$ cat src/rtl/dsp_mac_pkg.sv
// rtl/dsp_mac_pkg.sv - shared opmode decode constants and Z-select enum for dsp_mac_slice
//
// Contents:
//   z_sel_e      : post-adder Z operand select (ZERO, P, C, PCIN)
//   OPM_*        : bit positions inside the 5-bit opmode word
package dsp_mac_pkg;

  typedef enum logic [1:0] {
    ZERO = 2'd0,
    P    = 2'd1,
    C    = 2'd2,
    PCIN = 2'd3
  } z_sel_e;

  localparam int OPM_W        = 5;
  localparam int OPM_PRE_SUB  = 0;  // pre-adder: 1 = d-b, 0 = d+b
  localparam int OPM_PRE_EN   = 1;  // pre-adder: 1 = use d+/-b, 0 = pass b
  localparam int OPM_Z_LSB    = 2;  // Z select field [3:2]
  localparam int OPM_Z_MSB    = 3;
  localparam int OPM_POST_SUB = 4;  // post-adder: 1 = z - (m + cin)

endpackage

$ cat src/rtl/dsp_mac_slice_pipe_reg.sv
// rtl/dsp_mac_slice_pipe_reg.sv - width-parametrised stage register (module dsp_pipe_reg)
//
// Ports:
//   i_clk   : clock, rising edge
//   i_rst_n : asynchronous active-low reset, clears o_q to zero
//   i_en    : load enable
//   i_d     : next value [W]
//   o_q     : registered value [W]
module dsp_pipe_reg #(
  parameter int W = 1
) (
  input  logic         i_clk,
  input  logic         i_rst_n,
  input  logic         i_en,
  input  logic [W-1:0] i_d,
  output logic [W-1:0] o_q
);

  always_ff @(posedge i_clk or negedge i_rst_n) begin
    if (!i_rst_n) begin
      o_q <= '0;
    end else if (i_en) begin
      o_q <= i_d;
    end
  end

endmodule

$ cat src/rtl/dsp_mac_slice.sv
// rtl/dsp_mac_slice.sv - three-stage pre-add / multiply / post-add MAC slice
//
// Optional feature: define DSP_MAC_SAT_EN to saturate p on overflow
// (carry_out forced to 0); otherwise p wraps modulo 2^P_W.
//
// Ports:
//   clk, rst_n         : clock, asynchronous active-low reset
//   ce                 : global enable, low freezes every register
//   clr                : synchronous clear of the P stage (p, carry_out, overflow, out_valid)
//   a [A_W], b/d [B_W] : multiplier / pre-adder operands (signed)
//   c, pcin [P_W]      : Z-mux operands (signed)
//   opmode [5], cin    : operation select and post-adder carry in
//   in_valid           : operands qualify this cycle
//   bcout [B_W]        : stage-1 b register
//   m [A_W+B_W+1]      : M register (pre-add result * a)
//   p, pcout [P_W]     : P register (pcout mirrors p)
//   carry_out          : bit P_W of the post-adder result
//   overflow           : sticky, result left the signed P_W range
//   out_valid          : p was loaded on the last enabled edge
module dsp_mac_slice
  import dsp_mac_pkg::*;
#(
  parameter int A_W = 18,
  parameter int B_W = 18,
  parameter int P_W = 48
) (
  input  logic                   clk,
  input  logic                   rst_n,
  input  logic                   ce,
  input  logic                   clr,
  input  logic signed [A_W-1:0]  a,
  input  logic signed [B_W-1:0]  b,
  input  logic signed [B_W-1:0]  d,
  input  logic signed [P_W-1:0]  c,
  input  logic signed [P_W-1:0]  pcin,
  input  logic [OPM_W-1:0]       opmode,
  input  logic                   cin,
  input  logic                   in_valid,
  output logic signed [B_W-1:0]  bcout,
  output logic signed [A_W+B_W:0] m,
  output logic signed [P_W-1:0]  p,
  output logic signed [P_W-1:0]  pcout,
  output logic                   carry_out,
  output logic                   overflow,
  output logic                   out_valid
);

  localparam int M_W   = A_W + B_W + 1;
  localparam int OP2_W = OPM_POST_SUB - OPM_Z_LSB + 1;
  localparam int S1_W  = A_W + 2 * B_W + 2 * P_W + OPM_W + 2;
  localparam int S2_W  = M_W + 2 * P_W + OP2_W + 2;
  localparam int S3_W  = P_W + 3;

  // Stage 1: operand capture
  logic [S1_W-1:0]        w_s1_d;
  logic [S1_W-1:0]        r_s1;
  logic signed [A_W-1:0]  r_a1;
  logic signed [B_W-1:0]  r_b1;
  logic signed [B_W-1:0]  r_d1;
  logic signed [P_W-1:0]  r_c1;
  logic signed [P_W-1:0]  r_pcin1;
  logic [OPM_W-1:0]       r_op1;
  logic                   r_cin1;
  logic                   r_v1;

  assign w_s1_d = {a, b, d, c, pcin, opmode, cin, in_valid};

  dsp_pipe_reg #(.W(S1_W)) u_stage1 (
    .i_clk   (clk),
    .i_rst_n (rst_n),
    .i_en    (ce),
    .i_d     (w_s1_d),
    .o_q     (r_s1)
  );

  assign {r_a1, r_b1, r_d1, r_c1, r_pcin1, r_op1, r_cin1, r_v1} = r_s1;

  // Pre-adder, one bit wider than b/d so d+b and d-b never wrap
  logic [B_W:0] w_b1x;
  logic [B_W:0] w_d1x;
  logic [B_W:0] w_pa;

  assign w_b1x = {r_b1[B_W-1], r_b1};
  assign w_d1x = {r_d1[B_W-1], r_d1};
  assign w_pa  = !r_op1[OPM_PRE_EN] ? w_b1x :
                 (r_op1[OPM_PRE_SUB] ? (w_d1x - w_b1x) : (w_d1x + w_b1x));

  // Multiplier: both factors sign-extended to the product width, so the
  // truncated same-width product equals the full signed product.
  logic signed [M_W-1:0] w_pa_m;
  logic signed [M_W-1:0] w_a_m;
  logic signed [M_W-1:0] w_prod;

  assign w_pa_m = {{(M_W-B_W-1){w_pa[B_W]}}, w_pa};
  assign w_a_m  = {{(M_W-A_W){r_a1[A_W-1]}}, r_a1};
  assign w_prod = w_pa_m * w_a_m;

  // Stage 2: M register plus the Z operands / control delayed to line up with m
  logic [S2_W-1:0]                    w_s2_d;
  logic [S2_W-1:0]                    r_s2;
  logic signed [M_W-1:0]              r_m2;
  logic signed [P_W-1:0]              r_c2;
  logic signed [P_W-1:0]              r_pcin2;
  logic [OPM_POST_SUB:OPM_Z_LSB]      r_op2;
  logic                               r_cin2;
  logic                               r_v2;

  assign w_s2_d = {w_prod, r_c1, r_pcin1, r_op1[OPM_POST_SUB:OPM_Z_LSB], r_cin1, r_v1};

  dsp_pipe_reg #(.W(S2_W)) u_stage2 (
    .i_clk   (clk),
    .i_rst_n (rst_n),
    .i_en    (ce),
    .i_d     (w_s2_d),
    .o_q     (r_s2)
  );

  assign {r_m2, r_c2, r_pcin2, r_op2, r_cin2, r_v2} = r_s2;

  // Z mux; the P input is the live P register so accumulations chain
  // back-to-back without bubbles.
  logic signed [P_W-1:0] r_p;
  logic                  r_carry;
  logic                  r_ovf;
  logic                  r_vout;
  z_sel_e                w_zsel;
  logic [P_W-1:0]        w_z;

  assign w_zsel = z_sel_e'(r_op2[OPM_Z_MSB:OPM_Z_LSB]);

  always_comb begin
    w_z = '0;
    case (w_zsel)
      ZERO:    w_z = '0;
      P:       w_z = r_p;
      C:       w_z = r_c2;
      PCIN:    w_z = r_pcin2;
      default: w_z = '0;
    endcase
  end

  // Post-adder in P_W+1 bits: the exact signed result always fits, so
  // overflow is simply the top two bits disagreeing.
  logic [P_W:0]   w_zx;
  logic [P_W:0]   w_mx;
  logic [P_W:0]   w_cx;
  logic [P_W:0]   w_sum;
  logic           w_ovf;
  logic [P_W-1:0] w_p_load;
  logic           w_co_load;

  assign w_zx  = {w_z[P_W-1], w_z};
  assign w_mx  = {{(P_W+1-M_W){r_m2[M_W-1]}}, r_m2};
  assign w_cx  = {{P_W{1'b0}}, r_cin2};
  assign w_sum = r_op2[OPM_POST_SUB] ? (w_zx - (w_mx + w_cx)) : (w_zx + w_mx + w_cx);
  assign w_ovf = w_sum[P_W] ^ w_sum[P_W-1];

`ifdef DSP_MAC_SAT_EN
  localparam logic [P_W-1:0] P_MAX = {1'b0, {(P_W-1){1'b1}}};
  localparam logic [P_W-1:0] P_MIN = {1'b1, {(P_W-1){1'b0}}};

  // Sign of the wide result tells which rail was crossed.
  assign w_p_load  = w_ovf ? (w_sum[P_W] ? P_MIN : P_MAX) : w_sum[P_W-1:0];
  assign w_co_load = w_ovf ? 1'b0 : w_sum[P_W];
`else
  assign w_p_load  = w_sum[P_W-1:0];
  assign w_co_load = w_sum[P_W];
`endif

  // Stage 3 next-state: clr wins over a load; without v2 p holds and
  // out_valid drops.
  logic [P_W-1:0] w_p_nxt;
  logic           w_co_nxt;
  logic           w_ov_nxt;
  logic           w_vo_nxt;
  logic [S3_W-1:0] r_s3;

  always_comb begin
    w_p_nxt  = r_p;
    w_co_nxt = r_carry;
    w_ov_nxt = r_ovf;
    w_vo_nxt = 1'b0;
    if (clr) begin
      w_p_nxt  = '0;
      w_co_nxt = 1'b0;
      w_ov_nxt = 1'b0;
    end else if (r_v2) begin
      w_p_nxt  = w_p_load;
      w_co_nxt = w_co_load;
      w_ov_nxt = r_ovf | w_ovf;
      w_vo_nxt = 1'b1;
    end
  end

  dsp_pipe_reg #(.W(S3_W)) u_stage3 (
    .i_clk   (clk),
    .i_rst_n (rst_n),
    .i_en    (ce),
    .i_d     ({w_p_nxt, w_co_nxt, w_ov_nxt, w_vo_nxt}),
    .o_q     (r_s3)
  );

  assign {r_p, r_carry, r_ovf, r_vout} = r_s3;

  assign bcout     = r_b1;
  assign m         = r_m2;
  assign p         = r_p;
  assign pcout     = r_p;
  assign carry_out = r_carry;
  assign overflow  = r_ovf;
  assign out_valid = r_vout;

endmodule

$ cat config.mk
export PLATFORM = sky130hd
export DESIGN_NAME = dsp_mac_slice
export DESIGN_NICKNAME = d
export VERILOG_FILES = /design/src/rtl/dsp_mac_pkg.sv /design/src/rtl/dsp_mac_slice_pipe_reg.sv /design/src/rtl/dsp_mac_slice.sv
export SDC_FILE = /design/constraint.sdc
export NUM_CORES = 2
export LEC_CHECK = 0
export ABC_CLOCK_PERIOD_IN_PS = 12600
export CORE_MARGIN = 2
export CORE_UTILIZATION = 55
export CTS_BUF_LIST = sky130_fd_sc_hd__clkbuf_4
export DETAILED_ROUTE_END_ITERATION = 10
export GPL_TIMING_DRIVEN = 0
export MAX_ROUTING_LAYER = met4
export PLACE_DENSITY = 0.77
export RECOVER_POWER = 25
export SYNTH_ARGS = -nofsm -noshare
export SYNTH_HDL_FRONTEND = slang
export SYNTH_SLANG_ARGS = --single-unit
export TNS_END_PERCENT = 50
$ cat constraint.sdc
create_clock -name clk -period 12.6 [get_ports clk]
set_clock_uncertainty 0.05 [all_clocks]
set_input_delay 2.52 -clock clk [delete_from_list [all_inputs] [get_ports clk]]
set_output_delay 2.52 -clock clk [all_outputs]
set_load 0.03 [all_outputs]
==> flow_metrics.env <==
export IMPL_dp_hpwl_um=78530
export IMPL_io_pins=315
export IMPL_ys_top_cells_by_area="dfrtp_1, fa_1, mux2_2, ha_1, inv_1"
export IMPL_cts_repair_resize_count=0
export IMPL_postSynthAreaPerCell_um2=9.748
export IMPL_path_clk_slew_ns=0.08
export IMPL_status="finished, violations left"
export IMPL_routed_wl_um=96300
export IMPL_drv_slew=231
export IMPL_io_buffers=313
export IMPL_root_buffer="clkbuf_4"
export IMPL_crit_start="u_stage1.o_q[124]$_DFFE_PN0P_"
export IMPL_max_stage_delay_ns=0.62
export IMPL_cp_end_kind="flip-flop"
export IMPL_drive_above_1_share=0.1562
export IMPL_worst_slew_pin_slew_ns=6.373
export IMPL_syn_to_final_growth_pct=15.49
export IMPL_yosys_area_top_type="dfrtp_1"
export IMPL_drcViolationCount=0
export IMPL_cts_sinks=346
export IMPL_ys_warn_count=0
export IMPL_synth_yosys_seq_area_share=0.2482
export IMPL_synth_area_mm2=0.03488
export IMPL_postCtsSetupBuffers=0
export IMPL_via_per_inst=5.475
export IMPL_fmax_mhz=92.20
export IMPL_row_count=92
export IMPL_core_mm2=0.06285
export IMPL_maxCapViolCount=2
export IMPL_antenna_found_initial=4
export IMPL_first_pass_iters=5
export IMPL_finalHoldViolations=0
export IMPL_htree_levels=3
export IMPL_relSlewSlack=-3.248
export IMPL_layout_min_cycle_time_ns=10.85
export IMPL_synth_ff_type="dfrtp_1"
export IMPL_initial_utilization=0.5549
export IMPL_crit_fanout=10
export IMPL_path_class="flip-flop to flip-flop"
export IMPL_place_congestion=0.9581
export IMPL_grt_pass1_vias=27230
export IMPL_vias=26850
export IMPL_drtAntennaViolNets=0
export IMPL_clockBufferDepth=3
export IMPL_hp_class="flip-flop to flip-flop"
export IMPL_fin_crit_sh=0.8608
export IMPL_synth_cell_type_count=90
export IMPL_cpMostUsedCell="a21oi_1"
export IMPL_holdBufCountCts=0
export IMPL_syn_num_nets=4338
export IMPL_cts_buffers=95
export IMPL_crit_slowest_cell="fa_1"
export IMPL_cp_required_ns=13.26
export IMPL_cp_arrival_ns=11.50
export IMPL_die_area_mm2=0.06545
export IMPL_synth_top_cell_area_share=0.2482
export IMPL_syn_inst=3578
export IMPL_violations="max-capacitance violations, max-slew violations"
export IMPL_first_iter_violations=1824
export IMPL_ys_async_sr_fraction=1.000
export IMPL_grt_max_degree=121
export IMPL_insertion_delay_ns=0.89
export IMPL_nets=4751
export IMPL_holdCritStartpoint="u_stage1.o_q[92]$_DFFE_PN0P_"
export IMPL_nFillCells=5220
export IMPL_path_delay_family="adder cells"
export IMPL_dieWidth_um=255.8
export IMPL_overflow=0
export IMPL_synth_edf_count=0
export IMPL_setup_viol=0
export IMPL_timing_rr_start="u_stage1.o_q[124]$_DFFE_PN0P_"
export IMPL_start_kind="flip-flop"
export IMPL_grt_pass1_wl_um=151700
export IMPL_fin_util=0.6409
export IMPL_die_h_um=255.8
export IMPL_rsz0062_at_grt="no"
export IMPL_synth_seq_cells=346
export IMPL_crit_buf_inv=5
export IMPL_wire_per_inst_um=19.64
export IMPL_cts_tree="done"
export IMPL_grtUsageTotal=0.3053
path summary, 6_finish.rpt:
check	endpoint	slack [ns]	depth (start not counted)
min in group asynchronous	u_stage3.o_q[48]$_DFFE_PN0P_	1.90	1
min reg2reg	u_stage2.o_q[90]$_DFFE_PN0P_	0.40	1
max reg2reg	u_stage2.o_q[137]$_DFFE_PN0P_	1.75	37
max	u_stage2.o_q[137]$_DFFE_PN0P_	1.75	37
max in group asynchronous	u_stage1.o_q[10]$_DFFE_PN0P_	3.72	2
min	u_stage2.o_q[90]$_DFFE_PN0P_	0.40	1
cell usage after synthesis, types with 9 or more instances:
master and instances:
nand3_1 30, nand4_1 16, xor2_1 34, ha_1 255, o21ai_0 98, inv_1 566
nor2b_1 18, o21a_1 15, mux2_2 339, nor3_1 27, xnor2_1 125, a22oi_1 57
dfrtp_1 346, clkbuf_1 133, nand2b_1 22, a21o_1 56, mux2i_1 11, a21oi_1 166
nor2_1 129, o31ai_1 9, o211ai_1 16, buf_1 9, buf_4 103, a31oi_1 13
fa_1 344, o21bai_1 31, and3_1 14, nand2_1 289, or3_1 10, and2_1 161
final cells by class:
type                    instances  area (um2)  share of cell area
clock inverters                24       155.1            0.003852
flip-flops and latches        346        8658              0.2149
plain buffers                 249        1334             0.03311
multi-input cells            2417       22760              0.5651
diodes                          5       12.51           0.0003106
inverters                     566        2125             0.05274
well taps                     846        1059             0.02628
clock buffers                 135        1013             0.02516
repair buffers                316        3162             0.07849
per-layer routing:
metal | routed length, um | track usage
met5 | 0 | -
met4 | 2758 | 0.09535
met3 | 6648 | 0.04308
met2 | 44680 | 0.4863
met1 | 42210 | 0.4064
registers in the layout, indices dropped and copies added, names as in the netlist:
name / flops
u_stage1.o_q: 157
u_stage2.o_q: 138
u_stage3.o_q: 51
stage by stage:
step / TNS [ns] / worst slack (ns) / hold WS [ns] / std cells / area, um2
finish: 0 / 1.754 / 0.4016 / 4904 / 40280
CTS: 0 / 1.741 / 0.4261 / 4899 / 40330
global placement: -2128.34 / -6.224 / 0.4192 / 4737 / 39070
floorplan: 0 / 3.377 / 0.3992 / 3578 / 34880
detailed placement: 0 / 1.729 / 0.4315 / 4740 / 39160
global route: 0 / 1.079 / 0.4441 / 4904 / 40280
cell usage in the layout, fill, tap and decap left out, drive strengths merged, types with 161 or more instances in the layout:
cell / netlist / final
inv: 566 / 568
dfrtp: 346 / 346
fa: 344 / 344
mux2: 340 / 340
clkdlybuf4s50: 0 / 312
nand2: 289 / 289
clkbuf: 133 / 271
ha: 255 / 255
a21oi: 168 / 168
and2: 161 / 161
cell families (layout without fill, tap and decap cells):
group | Yosys count | count (layout) | synth area share
AOI/OAI and AO/OA | 553 | 553 | 0.1051
xor gates and xnor gates | 159 | 159 | 0.03993
adders and majority gates | 601 | 601 | 0.2895
buffers and inverters | 815 | 1290 | 0.09912
DFF | 346 | 346 | 0.2482
muxes | 351 | 351 | 0.1129
other | 0 | 5 | 0
and+or+nand+nor | 753 | 753 | 0.1052
Power is left out: the tool's default activity adds up to more than one toggle a clock period on the data nets, which glitch-free logic cannot reach.
